<file path="config.mk">
export PLATFORM = sky130hd
export DESIGN_NAME = inst_fetch_queue
export DESIGN_NICKNAME = d
export VERILOG_FILES = /design/src/rtl/inst_fetch_queue.sv
export SDC_FILE = /design/constraint.sdc
export NUM_CORES = 1
export LEC_CHECK = 0
export CAP_MARGIN = 25
export CORE_ASPECT_RATIO = 1.25
export CORE_MARGIN = 2
export CORE_UTILIZATION = 38
export CTS_BUF_LIST = sky130_fd_sc_hd__clkbuf_4
export CTS_CLUSTER_DIAMETER = 120
export DETAILED_ROUTE_END_ITERATION = 8
export HOLD_SLACK_MARGIN = 0.08
export PLACE_DENSITY = 0.61
export SLEW_MARGIN = 20
export SYNTH_ARGS = -nofsm -noshare
export SYNTH_HDL_FRONTEND = slang
export SYNTH_SLANG_ARGS = --single-unit
</file>
<file path="constraint.sdc">
create_clock -name Clk -period 9.47 [get_ports Clk]
set_input_delay 2.3675 -clock Clk [delete_from_list [all_inputs] [get_ports Clk]]
set_output_delay 2.3675 -clock Clk [all_outputs]
set_load 0.02 [all_outputs]
</file>
<file path="src/rtl/inst_fetch_queue.sv">
// Show-ahead instruction FIFO between fetch and decode, with flush on taken branch.
// Optional same-cycle empty-queue bypass when FETCH_QUEUE_BYPASS_EN is defined.
module inst_fetch_queue #(
    parameter int DEPTH = 4,
    parameter int WIDTH = 32
) (
    input  logic                     Clk,
    input  logic                     Reset,
    input  logic [WIDTH-1:0]         inst,
    input  logic [WIDTH-1:0]         pcOut,
    input  logic                     hit,
    input  logic                     flush,
    input  logic                     decodeReady,
    output logic [WIDTH-1:0]         instOut,
    output logic [WIDTH-1:0]         pcPlusFourOut,
    output logic                     instValid,
    output logic [$clog2(DEPTH):0]   count,
    output logic                     fetchStall
);

    localparam int PTR_W = $clog2(DEPTH);
    localparam int CNT_W = PTR_W + 1;
    localparam logic [CNT_W-1:0] FULL = CNT_W'(DEPTH);

    logic [WIDTH-1:0] memInst [DEPTH];
    logic [WIDTH-1:0] memPc   [DEPTH];
    logic [PTR_W-1:0] rdPtr;
    logic [PTR_W-1:0] wrPtr;

    logic notEmpty;
    logic bypass;
    logic pop;
    logic push;
    logic pushEn;

    assign notEmpty = (count != '0);

`ifdef FETCH_QUEUE_BYPASS_EN
    // Empty queue and decode ready: hand the fetched word straight through, never stored.
    assign bypass = ~notEmpty & hit & decodeReady & ~flush;
`else
    assign bypass = 1'b0;
`endif

    assign pop    = notEmpty & decodeReady;
    assign push   = hit & ((count < FULL) | pop) & ~bypass;
    assign pushEn = push & ~flush;

    always_ff @(posedge Clk) begin
        if (Reset) begin
            rdPtr <= '0;
            wrPtr <= '0;
            count <= '0;
        end else if (flush) begin
            rdPtr <= '0;
            wrPtr <= '0;
            count <= '0;
        end else begin
            if (push) begin
                wrPtr <= wrPtr + PTR_W'(1);
            end
            if (pop) begin
                rdPtr <= rdPtr + PTR_W'(1);
            end
            case ({push, pop})
                2'b10:   count <= count + CNT_W'(1);
                2'b01:   count <= count - CNT_W'(1);
                default: count <= count;
            endcase
        end
    end

    // Storage is data only; it needs no reset because count gates visibility.
    always_ff @(posedge Clk) begin
        if (pushEn) begin
            memInst[wrPtr] <= inst;
            memPc[wrPtr]   <= pcOut;
        end
    end

    always_comb begin
        instValid     = notEmpty;
        instOut       = '0;
        pcPlusFourOut = '0;
        if (bypass) begin
            instValid     = 1'b1;
            instOut       = inst;
            pcPlusFourOut = pcOut;
        end else if (notEmpty) begin
            instOut       = memInst[rdPtr];
            pcPlusFourOut = memPc[rdPtr];
        end
    end

    assign fetchStall = (count == FULL);

endmodule

</file>
* After elaboration in Yosys (flattened, before gate mapping)
Memory sizes are Yosys's and may differ from the RTL's. A register that Yosys moved wholly into a read port is not among the register bits. Cells that the tools add are included.
Word-level totals: flip-flop bits (word level) 7, bits in writable memories 256, input port bits 69, output and inout bits 69, word-level logic and storage cells 30, memories kept 2
Operators by class: add/sub/neg operators 4, order comparisons 1, equal/unequal tests 3, mux-type cells 9, bitwise logic cells 5, reduce and logical (&&, ||, !) cells 3
Memory list:
- memInst | depth 4, bits a word 32, rd ports 1, clocked after memory_dff 1, wr ports 1, RTL line 25 | logic [WIDTH-1:0] memInst [DEPTH];
- memPc | depth 4, bits a word 32, rd ports 1, clocked after memory_dff 1, wr ports 1, RTL line 26 | logic [WIDTH-1:0] memPc [DEPTH];
Operators with widths (number):
- two-way mux 32 bit | 2
- two-way mux 2 bit | 4
- one-hot mux 3 bit (2 select lines) | 1
- adder 2 x 1 -> 2 bit (second input constant) | 2
- adder 3 x 1 -> 3 bit (second input constant) | 1
- AND 1 bit | 3
- == test 3 bit (second input constant) | 1
- less-than comparator 3 bit (second input constant) | 1
- nonzero test 3 bit | 1
- subtractor 3 x 1 -> 3 bit (second input constant) | 1
- == test 2 x 1 -> 1 bit (second input constant) | 1
- == test 2 bit (second input constant) | 1
- two-way mux 1 bit | 2
- nonzero test 2 bit | 1
- OR reduction 2 bit | 1
- NOT 1 bit | 1
- bitwise OR 1 bit | 1

* Longest topological paths before layout
Gate-level depths: netlist of the first run.
word-level depth 7, mapped depth 8, depth with buffers taken out 8

* Least setup slack after synthesis of the first run
No wires, ideal clock.
kind input -> register, start point input port decodeReady, end point memory memInst[1][0], enable pin, library setup time 0.578 ns, arrival time 7.346 ns, required time 8.892 ns, slack 1.546 ns, stages 3, buffers on the path 0, cells stage by stage nor2b_1 nand2b_1 nor3b_1
On the way: cells in the longest elaborated chain, start to end 6
RTL lines:
- start: declaration | RTL line 13 | input logic decodeReady,
- AND 1 bit | RTL line 45 | assign pop = notEmpty & decodeReady;
- bitwise OR 1 bit | RTL line 46 | assign push = hit & ((count < FULL) | pop) & ~bypass;
- AND 1 bit | RTL line 46
- AND 1 bit | RTL line 47 | assign pushEn = push & ~flush;
- two-way mux 1 bit | RTL line 75 | if (pushEn) begin
- two-way mux 1 bit (not written as such) | RTL line 76 | memInst[wrPtr] <= inst;
- end: declaration | RTL line 25
Every way passes these cells.

==> flow_summary.toml, run 1 <==
[outcome]
status = "finished clean"

[placed_design]
place.gp.congestion = 0.725
portBuffers = 137
hpwl_microns = 11000

[synth]
synthMuxAreaShare_pct = 14.3
synth_fa_ha_area_share_pct = 0.808
synth_xor_area_share_pct = 0.343
synthCells = 459
synth_area_leader_cell = "edfxtp_1"
synth-edff-count = 256
synth-compound-area-share_pct = 0.502
synthArstFlopShare_pct = 0
synth_top_family_by_area = "multiplexers"
syn_area_per_cell_sq_um = 22.3
synth.distinct_cells = 26
yosys.area_share.simple_pct = 4.93
seq_area_frac_synth_pct = 77.0
syn_area_sq_mm = 0.0102
netlist.area_leader.share_pct = 75.2
synth_seq_cells = 265
yosysMostFrequentCell = "edfxtp_1"
yosysWarnings = 0
ys_top_cells_by_area = "edfxtp_1 (75%), mux4_2 (13%), and2_1 (3.9%), dfxtp_1 (1.8%), buf_12 (1.2%)"
synthTopCellsByCount = "edfxtp_1 (256), and2_1 (64), mux4_2 (60), dfxtp_1 (9), clkbuf_1 (8)"
synth_ff_type = "edfxtp_1"
synth_nets = 534

[floorplan]
pin_count = 138
core-area_sq_mm = 0.0267
rows = 67
die_height_microns = 187
die_w_microns = 151
initial_core_util_pct = 38.3
die-area_sq_mm = 0.0282

[timing]
tns_ps = 0
slew_viol_final = 0
hold_violations = 0
setup_violations = 0
clock_skew_ps = 56.5
max_freq_mhz = 169
slew_headroom_pct = 33.0
rsz0062_at_grt = "no"
worstMarginPinSlew_ps = 1000
min_period_ps = 5920
min_period_over_period_pct = 62.5

[routing]
first_iter_violations = 282
vias = 5065
dr.pass1.iters = 4
via_per_inst = 4.89
ant_nets = 0
drc = 0
wl_per_cell_microns = 18.8
wl_microns = 19500

[clocking]
root_buffer = "clkbuf_4"
cts_sinks = 265
clock_latency_ps = 670
cts_hold_buf = 0
cts_buffer_depth = 3
numCtsBuffers = 60
htreeDepth = 2
cts.repair.resized = 0
postCtsSetupRepairBufs = 0
clk_pin_slew_worst_paths_ps = 70
cts_tree = "built"

[global_routing]
grt_pass1_vias = 5774
overflow = 0
antenna_found_initial = 3
grt_max_degree = 66
grt_pass1_wl_microns = 30700
gr-usage-all-layers_pct = 14.4

[worst_setup_path]
rrSetupSlack_ps = 6980
start_kind = "flop"
crit_fanout = 36
end_kind = "output port"
cp.arrival_ps = 3550
reg2reg_to = "count[2]"
crit_type = "reg2out"
cp_data_required_time_ps = 7100
rr_worst_depth = 8
rr_startpoint = "count[2]"

[cells_and_area]
nets = 720
syn_to_final_growth_pct = 23.9
drive_gt1_share_pct = 24.3

[min_path]
worstHoldStart = "rdPtr[0]"
min-delay-path-class = "reg2reg"
holdPathStages = 2

[power]
p_per_area_mw_per_mm2 = 182
vdd_ir_drop_max_mv = 0.0642
total_power_w = 0.00230
leakagePower_nw = 4.04

[job]
maxCapViolations = 0
[worst max-delay path by stage]
| stage | endpoint | slack (ps) | depth (start not counted) | startpoint |
|---|---|---|---|---|
| finish | pcPlusFourOut[31] | 3550 | 4 | flop |
| global route | pcPlusFourOut[31] | 3210 | 4 | flop |
| CTS | pcPlusFourOut[31] | 3320 | 4 | flop |
| detailed placement | pcPlusFourOut[31] | 4100 | 4 | flop |
| global placement | pcPlusFourOut[31] | 4110 | 4 | flop |
| floorplan | memInst[1][0] | 1550 | 3 | decodeReady |
[kinds of logic (layout without fill, tap and decap cells)]
group / Yosys count / count (layout)
AND/OR/NAND/NOR: 82 / 82
multiplexers: 64 / 64
AO/OA/AOI/OAI: 9 / 9
adder cells (fa/ha/maj): 6 / 6
buffers and inverters: 29 / 258
other: 0 / 3
XOR/XNOR: 4 / 4
flip-flops: 265 / 265
[through the flow]
| step | std cells | cell area [sq um] | setup slack [ps] | util [%] | hold WS [ps] |
|---|---|---|---|---|---|
| 2_1_floorplan | 459 | 10200 | 1550 | - | 485 |
| 3_3_place_gp | 928 | 11900 | 4110 | 44.7 | 500 |
| 3_5_place_dp | 928 | 11900 | 4100 | 44.7 | 523 |
| 4_1_cts | 1033 | 12700 | 3320 | 47.5 | 519 |
| 5_1_grt | 1035 | 12700 | 3210 | 47.5 | 558 |
| 6_report | 1036 | 12700 | 3550 | 47.5 | 514 |
[state kept, by name (all words and copies together) (netlist names), named ones only]
signal and count:
count 3, memInst 128, wrPtr 2, rdPtr 2, memPc 128
[report_power, final]
part           switching, W  internal, W
sequential       0.00000740      0.00130
clock              0.000405     0.000420
combinational     0.0000788    0.0000842
total              0.000491      0.00181
[critical path: stages, from the launching register on]
cell and delay, ps:
dfxtp_4 860, buf_4 620, mux4_1 620, and2_1 210
clkdlybuf4s50_1 550
[cell type report]
cell class | instances | area [sq um]
Multi-Input combinational cell | 165 | 2150
Clock buffer | 87 | 653
Fill cell | 2276 | 14000
Sequential cell | 265 | 7880
Inverter | 7 | 26.3
Tap cell | 345 | 432
Timing Repair Buffer | 146 | 1440
Clock inverter | 18 | 71.3
Antenna cell | 3 | 7.51
[per-layer routing]
metal	vias to the layer above	part of all wire (%)	GRT usage [%]
met5	-	0	0
met4	0	2.3	5.61
met3	36	6.1	3.80
met2	154	51	24.1
met1	2600	40	17.8
li1	2275	-	-
[layout by cell type, fill, tap and decap left out, types with 2 or more instances in the layout]
cell type,instances
or3_1,2
inv_1,7
clkdlybuf4s50_1,137
dfxtp_1,7
clkinv_2,3
o21ai_0,3
dfxtp_4,2
nor2_1,6
clkinv_1,15
a21oi_1,4
clkbuf_4,87
mux4_1,4
mux4_2,60
diode_2,3
buf_4,9
and2_1,64
ha_1,5
nor3b_2,4
edfxtp_1,256
xor2_1,4
(Power assumes the default switching activity.)
==> run 2, diff against run 1 <==
PLACE_DENSITY = 0.63   (was 0.61)
clock period = 5.02 ns   (was 9.47 ns; I/O delays follow)
==> flow_summary.toml, run 2 (same netlist as run 1, synthesis figures left out) <==
[routing]
via_per_inst = 4.86
wl_met1_microns = 7820
top_layer_used = "met5"
dr_wl_met3_microns = 1110
wl_met2_microns = 10100
first_iter_violations = 201
drc = 0
dr.pass1.iters = 6
wl_microns = 19400
wl_per_cell_microns = 18.6
ant_nets = 0
vias = 5077

[placed_design]
place.gp.congestion = 0.664
hpwl_microns = 11000
place_worst_setup_slack_ps = 1320
placed_cells = 928
portBuffers = 137

[floorplan]
pin_count = 138
die_w_microns = 151
die_height_microns = 187
core-area_sq_mm = 0.0267
initial_core_util_pct = 38.3
rows = 67
die-area_sq_mm = 0.0282

[clocking]
cts.repair.resized = 0
cts_sinks = 265
numCtsBuffers = 61
clk_pin_slew_worst_paths_ps = 70
cts_hold_buf = 0
cts_buffer_depth = 3
clock_latency_ps = 660
postCtsSetupRepairBufs = 0
htreeDepth = 2
cts_tree = "built"
root_buffer = "clkbuf_4"

[worst_setup_path]
end_kind = "output port"
cp_data_required_time_ps = 3760
rr_worst_depth = 8
crit_type = "reg2out"
start_kind = "flop"
cp.arrival_ps = 3090
crit_fanout = 44

[cells_and_area]
final_cell_mix = "edfxtp_1 (256), clkdlybuf4s50_1 (137), clkbuf_4 (94)"
syn_to_final_growth_pct = 24.6
final_cells = 1045
final_common_cell = "edfxtp_1"
fill_cells = 2281
final_util_pct = 47.8
drive_gt1_share_pct = 24.9
nets = 721
largestRegisters = "memInst x128, memPc x128, count x3"

[global_routing]
grt_pass1_vias = 5701
antenna_found_initial = 3
grt_pass1_wl_microns = 30200
grt_max_degree = 66
gr-usage-all-layers_pct = 14.0
overflow = 0

[power]
p_per_area_mw_per_mm2 = 347
vdd_ir_drop_max_mv = 0.123
leakagePower_nw = 4.08

[timing]
slew_headroom_pct = 32.7
slew_viol_final = 0
tns_ps = 0
whs_ps = 519
max_freq_mhz = 230
min_period_ps = 4340
rsz0062_at_grt = "no"
clock_skew_ps = 27.0
setup_violations = 0
fin_ws_ps = 676
hold_violations = 0
worstMarginPinSlew_ps = 1010
min_period_over_period_pct = 86.5

[min_path]
holdPathStages = 2
min-delay-path-class = "reg2reg"

[job]
maxCapViolations = 0

[outcome]
status = "finished clean"
==> run 2: cell types whose count changed in the layout (fill, tap and decap cells not counted) <==
cell,change
buf_12,+1
diode_2,-1
clkinv_1,+3
buf_4,-1
clkbuf_4,+7
clkinv_2,-1
inv_2,+1
==> run 2: final cells by class <==
cell class / instances / area (sq um) / area share [%]
Antenna cell: 2 / 5.00 / 0.0393
Multi-Input combinational cell: 165 / 2150 / 16.9
Sequential cell: 265 / 7880 / 61.9
Clock buffer: 94 / 706 / 5.54
Clock inverter: 21 / 81.3 / 0.639
Tap cell: 345 / 432 / 3.39
Timing Repair Buffer: 146 / 1450 / 11.4
Inverter: 7 / 26.3 / 0.206
==> run 2: critical path, cell delays in order (launching register included) <==
cell and delay (ps):
dfxtp_4 640, buf_12 380, mux4_1 620, and2_1 170, clkdlybuf4s50_1 540
==> run 2: per-layer routing <==
layer | track usage [%] | up-vias
met2 | 24.0 | 145
met4 | 4.53 | 2
met5 | 0 | -
li1 | - | 2281
met1 | 17.1 | 2616
met3 | 4.02 | 33
==> run 2: through the flow <==
| stage | total power, W | area, sq um |
|---|---|---|
| after CTS | 0.00449 | 12700 |
| after global routing | 0.00462 | 12700 |
| final | 0.00441 | 12700 |
| after global placement | 0.00283 | 11900 |
| after detailed placement | 0.00284 | 11900 |
| after floorplan | 0.00267 | 10200 |
==> run 2: path summary, 6_finish.rpt <==
kind,from,endpoint,slack (ps)
setup / recovery,flop,pcPlusFourOut[1],680
hold / removal,wrPtr[1],wrPtr[1],520
setup reg to reg,count[2],count[2],2600
hold reg to reg,wrPtr[1],wrPtr[1],520
==> run 2: report_power, final <==
| part | internal, W | switching, W | leakage (nW) |
|---|---|---|---|
| Clock | 0.000853 | 0.000779 | 0.473 |
| Combinational | 0.000159 | 0.000149 | 1.20 |
| Sequential | 0.00246 | 0.0000121 | 2.40 |
==> run 3, diff against run 2 <==
HOLD_SLACK_MARGIN = 0.1   (was 0.08)
TNS_END_PERCENT = 30   (was default)
==> results of run 3 <==
No change in the layout: final DEF, timing and power equal those of run 2.
